## src/rtl/hyperram_request_queue.sv

```systemverilog
// hyperram_request_queue: in-order request FIFO and transaction sequencer for the hyperram controller
module hyperram_request_queue #(
  parameter int DEPTH = 4,
  parameter int BUSY_TIMEOUT = 15
) (
  input  logic                      clk,
  input  logic                      rst,
  input  logic                      req_valid,
  output logic                      req_ready,
  input  logic [31:0]               req_address,
  input  logic [31:0]               req_write_data,
  input  logic                      req_write_enable,
  input  logic [3:0]                req_write_mask,
  output logic                      rsp_valid,
  output logic [31:0]               rsp_data,
  output logic [31:0]               address,
  output logic [31:0]               data_out,
  output logic                      write_enable,
  output logic [3:0]                write_mask,
  output logic                      transaction_begin,
  input  logic                      transaction_end,
  input  logic [31:0]               data_in,
  output logic [$clog2(DEPTH):0]    queue_level,
  output logic                      busy,
  output logic                      timeout_error
);
  localparam int AW = $clog2(DEPTH);
  localparam int LW = AW + 1;
  localparam int CW = $clog2(BUSY_TIMEOUT + 1);
  typedef enum logic [2:0] {IDLE, ISSUE, WAIT_BUSY, WAIT_DONE, RESPOND} state_t;
  state_t state, state_nx;
  logic [31:0] fifo_addr [DEPTH];
  logic [31:0] fifo_data [DEPTH];
  logic        fifo_we   [DEPTH];
  logic [3:0]  fifo_mask [DEPTH];
  logic [AW-1:0] wr_ptr, rd_ptr;
  logic [CW-1:0] cnt;
  logic full, empty, push, pop, expire;
  assign full = queue_level == LW'(DEPTH);
  assign empty = queue_level == '0;
  assign req_ready = !full;
  assign push = req_valid && req_ready;
  assign pop = state == IDLE && !empty && transaction_end;
  assign expire = state == WAIT_BUSY && transaction_end && cnt == CW'(BUSY_TIMEOUT - 1);
  assign transaction_begin = state == ISSUE;
  assign rsp_valid = state == RESPOND;
  assign busy = state != IDLE || !empty;
  // Entry storage; pointers and level decide which slots are live
  always_ff @(posedge clk) begin
    if (push) begin
      fifo_addr[wr_ptr] <= req_address;
      fifo_data[wr_ptr] <= req_write_data;
      fifo_we[wr_ptr]   <= req_write_enable;
      fifo_mask[wr_ptr] <= req_write_mask;
    end
  end
  // Wrapping pointers and occupancy; push+pop together keeps the level
  always_ff @(posedge clk) begin
    if (rst) begin
      wr_ptr <= '0;
      rd_ptr <= '0;
      queue_level <= '0;
    end else begin
      if (push) wr_ptr <= wr_ptr + 1'b1;
      if (pop) rd_ptr <= rd_ptr + 1'b1;
      queue_level <= queue_level + LW'(push) - LW'(pop);
    end
  end
  // Head register feeds the controller and only changes on pop
  always_ff @(posedge clk) begin
    if (rst) begin
      address <= '0;
      data_out <= '0;
      write_enable <= 1'b0;
      write_mask <= '0;
    end else if (pop) begin
      address <= fifo_addr[rd_ptr];
      data_out <= fifo_data[rd_ptr];
      write_enable <= fifo_we[rd_ptr];
      write_mask <= fifo_mask[rd_ptr];
    end
  end
  // Busy-wait counter, read data capture and sticky timeout flag
  always_ff @(posedge clk) begin
    if (rst) begin
      cnt <= '0;
      rsp_data <= '0;
      timeout_error <= 1'b0;
    end else begin
      cnt <= state == ISSUE ? '0 : (state == WAIT_BUSY && transaction_end) ? cnt + 1'b1 : cnt;
      if (state == WAIT_DONE && transaction_end && !write_enable) rsp_data <= data_in;
      if (expire) timeout_error <= 1'b1;
    end
  end
  // State register
  always_ff @(posedge clk) begin
    if (rst) state <= IDLE;
    else state <= state_nx;
  end
  // Next-state: issue, wait for controller to go busy, wait for it to finish, respond on reads
  always_comb begin
    state_nx = state;
    case (state)
      IDLE:      state_nx = pop ? ISSUE : IDLE;
      ISSUE:     state_nx = WAIT_BUSY;
      WAIT_BUSY: state_nx = !transaction_end ? WAIT_DONE : expire ? IDLE : WAIT_BUSY;
      WAIT_DONE: state_nx = !transaction_end ? WAIT_DONE : write_enable ? IDLE : RESPOND;
      RESPOND:   state_nx = IDLE;
      default:   state_nx = IDLE;
    endcase
  end
endmodule

```

## config.mk

```make
export PLATFORM = sky130hd
export DESIGN_NAME = hyperram_request_queue
export DESIGN_NICKNAME = d
export VERILOG_FILES = /design/src/rtl/hyperram_request_queue.sv
export SDC_FILE = /design/constraint.sdc
export NUM_CORES = 1
export LEC_CHECK = 0
export CAP_MARGIN = 0
export CORE_UTILIZATION = 45
export CTS_CLUSTER_SIZE = 14
export DETAILED_ROUTE_END_ITERATION = 16
export PLACE_DENSITY = 0.68
export RECOVER_POWER = 50
export SKIP_CTS_REPAIR_TIMING = 1
export SLEW_MARGIN = 10
export SYNTH_ARGS = -nofsm -noshare
export SYNTH_HDL_FRONTEND = slang
export SYNTH_SLANG_ARGS = --single-unit
```

## constraint.sdc

```tcl
create_clock -name clk -period 5.49 [get_ports clk]
set_input_delay 1.098 -clock clk [delete_from_list [all_inputs] [get_ports clk]]
set_output_delay 1.098 -clock clk [all_outputs]
set_load 0.03 [all_outputs]
```

# Word-level counts from Yosys, hierarchy flattened
# Memories as Yosys holds them, arrays and structs flattened. A register that Yosys moved wholly into a read port is not among the register bits.
# Index checks and enable logic that the tools add are counted.
op_classes:
  addsub: 5
  n_eq_ne: 6
  n_mux: 8
  reduce_logical: 15
op_table:
  columns: ["cell", "n"]
  rows:
  - ["case mux 3 bit (4 select lines)", 1]
  - ["logical AND 1 bit", 7]
  - ["== test 3 x 2 -> 1 bit (second input constant)", 2]
  - ["== test 3 bit (second input constant)", 2]
  - ["zero test 3 bit", 2]
  - ["2-to-1 mux 3 bit", 2]
  - ["adder 2 x 1 -> 2 bit (second input constant)", 2]
  - ["adder 4 x 1 -> 4 bit (second input constant)", 1]
  - ["== test 4 bit (second input constant)", 1]
  - ["2-to-1 mux 2 bit", 2]
  - ["adder 3 x 1 -> 3 bit", 1]
  - ["== test 3 x 1 -> 1 bit (second input constant)", 1]
  - ["zero test 1 bit", 3]
  - ["2-to-1 mux 1 bit", 3]
  - ["nonzero test 3 bit", 1]
  - ["subtractor 3 x 1 -> 3 bit", 1]
  - ["OR reduction 2 bit", 1]
  - ["logical OR 1 bit", 1]
totals:
  register_bits: 47
  ramBits: 276
  input_bits: 105
  out_inout_bits: 109
  wordCells: 45
  memories: 4
mem_list:
  columns: ["memory", "depth", "width", "read_ports", "rd_clocked_by_memory_dff", "wr", "line_no", "rtl"]
  rows:
  - ["fifo_addr", 4, 32, 1, 1, 1, "32", "logic [31:0] fifo_addr [DEPTH];"]
  - ["fifo_data", 4, 32, 1, 1, 1, "33", "logic [31:0] fifo_data [DEPTH];"]
  - ["fifo_mask", 4, 4, 1, 1, 1, "35", "logic [3:0] fifo_mask [DEPTH];"]
  - ["fifo_we", 4, 1, 1, 1, 1, "34", "logic fifo_we [DEPTH];"]

# Logic depth before layout (Yosys ltp)
depth:
  ltp_word: 6
  ltp_mapped: 10

# Least setup slack after synthesis
# OpenSTA, ideal clock, no wires.
synth_timing:
  path_kind: "in2reg"
  from: "input port req_valid"
  to: "memory fifo_addr[3][0] (enable)"
  setup_ns: 0.435
  arrival_time_ns: 2.765
  required_ns: 5.055
  path_slack_ns: 2.290
  cell_stages: 1
  n_path_buf: 0
  cell_sequence: "and3_1"
synth_between:
  elab_chain_cells: 3
synth_lines:
  columns: ["element", "line_no", "rtl"]
  rows:
  - ["from (decl)", "8", "input logic req_valid,"]
  - ["logical AND 1 bit", "42", "assign push = req_valid && req_ready;"]
  - ["2-to-1 mux 1 bit", "50", "if (push) begin"]
  - ["2-to-1 mux 1 bit (not written as such)", "51", "fifo_addr[wr_ptr] <= req_address;"]
  - ["to (decl)", "32", null]
# No other way between the ends.

# Worst setup path after layout
layout_timing:
  from: "register queue_level[1]"
  to: "output port busy"
layout_between:
  elab_chain_cells: 3
layout_lines:
  columns: ["element", "line_no", "rtl"]
  rows:
  - ["from (decl)", "23", "output logic [$clog2(DEPTH):0] queue_level,"]
  - ["from (signal assigned)", "66", "queue_level <= queue_level + LW'(push) - LW'(pop);"]
  - ["zero test 3 bit", "40", "assign empty = queue_level == '0;"]
  - ["zero test 1 bit", "47", "assign busy = state != IDLE || !empty;"]
  - ["logical OR 1 bit", "47", null]
  - ["to (decl)", "24", "output logic busy,"]
# No other way between the ends.

==> metrics.md <==
| Metric | Value |
|---|---|
| Run status | finished clean |
| Global-route wire length before repair | 49700 µm |
| Post-layout min period | 3.55 ns |
| Comb power frac | 0.239 |
| Synth Flop Type | edfxtp_1 |
| DP Wirelength | 17200 µm |
| Synth area leader | edfxtp_1 |
| Synth top area share | 0.571 |
| Clk_lat worst skew | 0.52 ns |
| GP Congestion | 0.721 |
| Layout cell share with drive strength beyond 1 | 0.133 |
| Fin crit share | 0.646 |
| Max rail drop VDD | 363 µV |
| Main area contributors after synthesis | edfxtp_1 (57%), dfxtp_1 (16%), mux4_2 (11%) |
| Multi-input combinational cell area | 3610 µm² |
| CTS sink cnt | 392 |
| Ys Warns | 0 |
| Starting Density | 0.459 |
| Biggest cell delay along the critical path | 0.62 ns |
| Syn Nets | 1030 |
| Count leader, synth | edfxtp_1 |
| Reg area | 10600 µm² |
| Via count | 8602 |
| Crit path DAT | 2.45 ns |
| DIE HEIGHT | 182 µm |
| Vias in the first global route | 8750 |
| Drt initial violations | 486 |
| Post-Syn Area | 14500 µm² |
| Leak pwr | 5.77 nW |
| H-tree levels | 2 |
| Std-Cell Rows | 65 |
| DIE WIDTH | 182 µm |
| Final antenna-violating net count | 0 |
| Total CTS buffers | 40 |
| Type of the worst min-delay path | reg2reg |
| Family with the most delay on the worst path | simple AND/OR/NAND/NOR gates |
| Sw Share | 0.300 |
| Total design power | 8.32 mW |
| FF+latch count, synth | 392 |
| Flop pwr share | 0.449 |
| Worst-case reg-to-reg path depth | 9 |
| Dpl ws | 1.88 ns |
| Crit path max fanout | 6 |
| Core Util, Final | 0.577 |
| Top cells by count, synth | edfxtp_1 (276), dfxtp_1 (116), a21oi_1 (107), nand3_1 (103) |
| Rel. slew slack | 0.263 |
| CP Capture Type | primary output |
| Setup TNS Final | 0 ns |
| Crit path cell chain | or3_2 -> or4_1 -> clkdlybuf4s50_1 |
| TritonRoute pass-1 iters | 5 |
| Max Buffers Root-to-Sink | 3 |
| Wire length per cell | 20.6 µm |
| Fmax | 282 MHz |
| Synthesis-to-finish area growth | 25.8% |
| Critical path type | reg2out |
| Async S/R FF share, synth | 0 |
| Core ar. | 31600 µm² |
| Critical Path Start Type | flip-flop |
| Cells after synthesis | 917 |
| Gr ovfl total | 0 |
| Min-Delay Path Depth | 2 |
| Max Cap Violations | 0 |
| Seq/Total Area, Yosys | 0.731 |
| Worst path slowest cell | clkdlybuf4s50_1 |
| Fin. max-slew vios | 0 |
| RSZ-0062 raised after global routing | no |
| Final setup viols | 0 |
| Avg Cell Area, Syn | 15.8 µm² |
| Die area | 33000 µm² |
| Synth unique cells | 38 |
| Worst slew pin tran | 1.10 ns |
| Worst-path clk slew | 0.06 ns |
| IO Count | 214 |
| PwrDens | 456 nW/µm² |
| Largest net degree at the start of global routing | 77 |
| Net Switching | 2.50 mW |
| Buf+Inv Stages, Crit Path | 1 |
| Final #Nets | 1222 |
| Initial antenna violation count | 7 |
| Number of fill cells | 2455 |
| Port Buffers | 213 |
| Clock power frac | 0.312 |
| CTS tree | yes |
| Final Skew | 0.0159 ns |
| Req. time, crit path | 4.39 ns |
| Final hold viol count | 0 |
| DRC Markers | 0 |
| Int Pwr | 5.82 mW |
| Post-synth EDFFs | 276 |
| Via density | 5.56 |
| WP depth | 3 |
| Final setup margin | 1.94 ns |
| CTS Root Cell | clkbuf_16 |
| GRT Util Overall | 0.194 |
| Post-Route WL | 31900 µm |
[worst register-to-register path: stages (launching register included)]
cell and delay, ns:
dfxtp_1 0.39, nor3_4 0.20, buf_4 0.73, nor2_2 0.18, xnor2_1 0.17, ha_1 0.19
fa_1 0.38, xnor2_1 0.17, xnor2_1 0.13, nor2_1 0.05
[state kept, by name, summed over array words and instances, names as in the netlist, 4 cells and up]
signal and cells:
fifo_addr 128, fifo_data 128, address 32, data_out 32
rsp_data 32, fifo_mask 16, cnt 4, fifo_we 4
write_mask 4
[power groups by stage]
| stage | clock (mW) | combinational [mW] | sequential, mW |
|---|---|---|---|
| final | 2.60 | 1.99 | 3.74 |
| after global routing | 2.77 | 2.12 | 3.78 |
| after CTS | 2.65 | 2.02 | 3.75 |
| after detailed placement | 0 | 2.01 | 3.81 |
| after global placement | 0 | 2.00 | 3.80 |
| after floorplan | 0 | 1.11 | 3.93 |
[placed cells by master, fill, tap and decap left out, drive strengths merged, types with 4 or more instances in the layout]
cell type,instances
edfxtp,276
dlygate4sd3,71
mux4,69
nand3,103
ha,7
nand2,5
and3,4
dfxtp,116
nor2,7
or3,4
diode,6
clkbuf,50
buf,13
o21ai,105
clkinv,18
a21oi,107
inv,9
clkdlybuf4s50,141
[per-stage QoR]
step	instance area [µm²]	std cells	hold WS, ns
floorplan	14500	917	0.460
global placement	17000	1468	0.459
detailed placement	17000	1468	0.467
CTS	18200	1540	0.475
global route	18300	1543	0.496
finish	18300	1547	0.473
[layout make-up]
type	count	area share
inverter	9	0.00185
sequential	392	0.581
clock buffer	50	0.0591
clock inverter	22	0.00973
tap	402	0.0275
multi-input combinational	441	0.198
timing repair buffer	225	0.122
antenna	6	0.000822
[logic make-up (layout without fill, tap and decap cells)]
| family | after synthesis | in the layout | share of synthesized area |
|---|---|---|---|
| muxes | 69 | 69 | 0.107 |
| xor gates and xnor gates | 3 | 3 | 0.00181 |
| adders and majority gates | 8 | 8 | 0.00741 |
| DFF | 392 | 392 | 0.731 |
| other | 0 | 6 | 0 |
| AOI/OAI and AO/OA | 218 | 218 | 0.0763 |
| and+or+nand+nor | 143 | 143 | 0.0539 |
| buffers and inverters | 84 | 306 | 0.0230 |
[per-layer routing]
layer  vias up  GRT usage  share of wire
li1       3967          -              -
met5         -          0        0.00041
met2       271      0.323           0.48
met1      4300      0.262           0.43
met3        62     0.0365          0.063
met4         2     0.0566          0.024
[final timing paths]
| path | startpoint | endpoint | slack, ns |
|---|---|---|---|
| max | queue_level[1]$_SDFF_PP0_ | busy | 1.94 |
| min | rsp_data[18]$_SDFFE_PP0P_ | rsp_data[18]$_SDFFE_PP0P_ | 0.47 |
| max reg2reg | queue_level[1]$_SDFF_PP0_ | queue_level[2]$_SDFF_PP0_ | 2.76 |
| min reg2reg | rsp_data[18]$_SDFFE_PP0P_ | rsp_data[18]$_SDFFE_PP0P_ | 0.47 |
(Power assumes the default switching activity.)
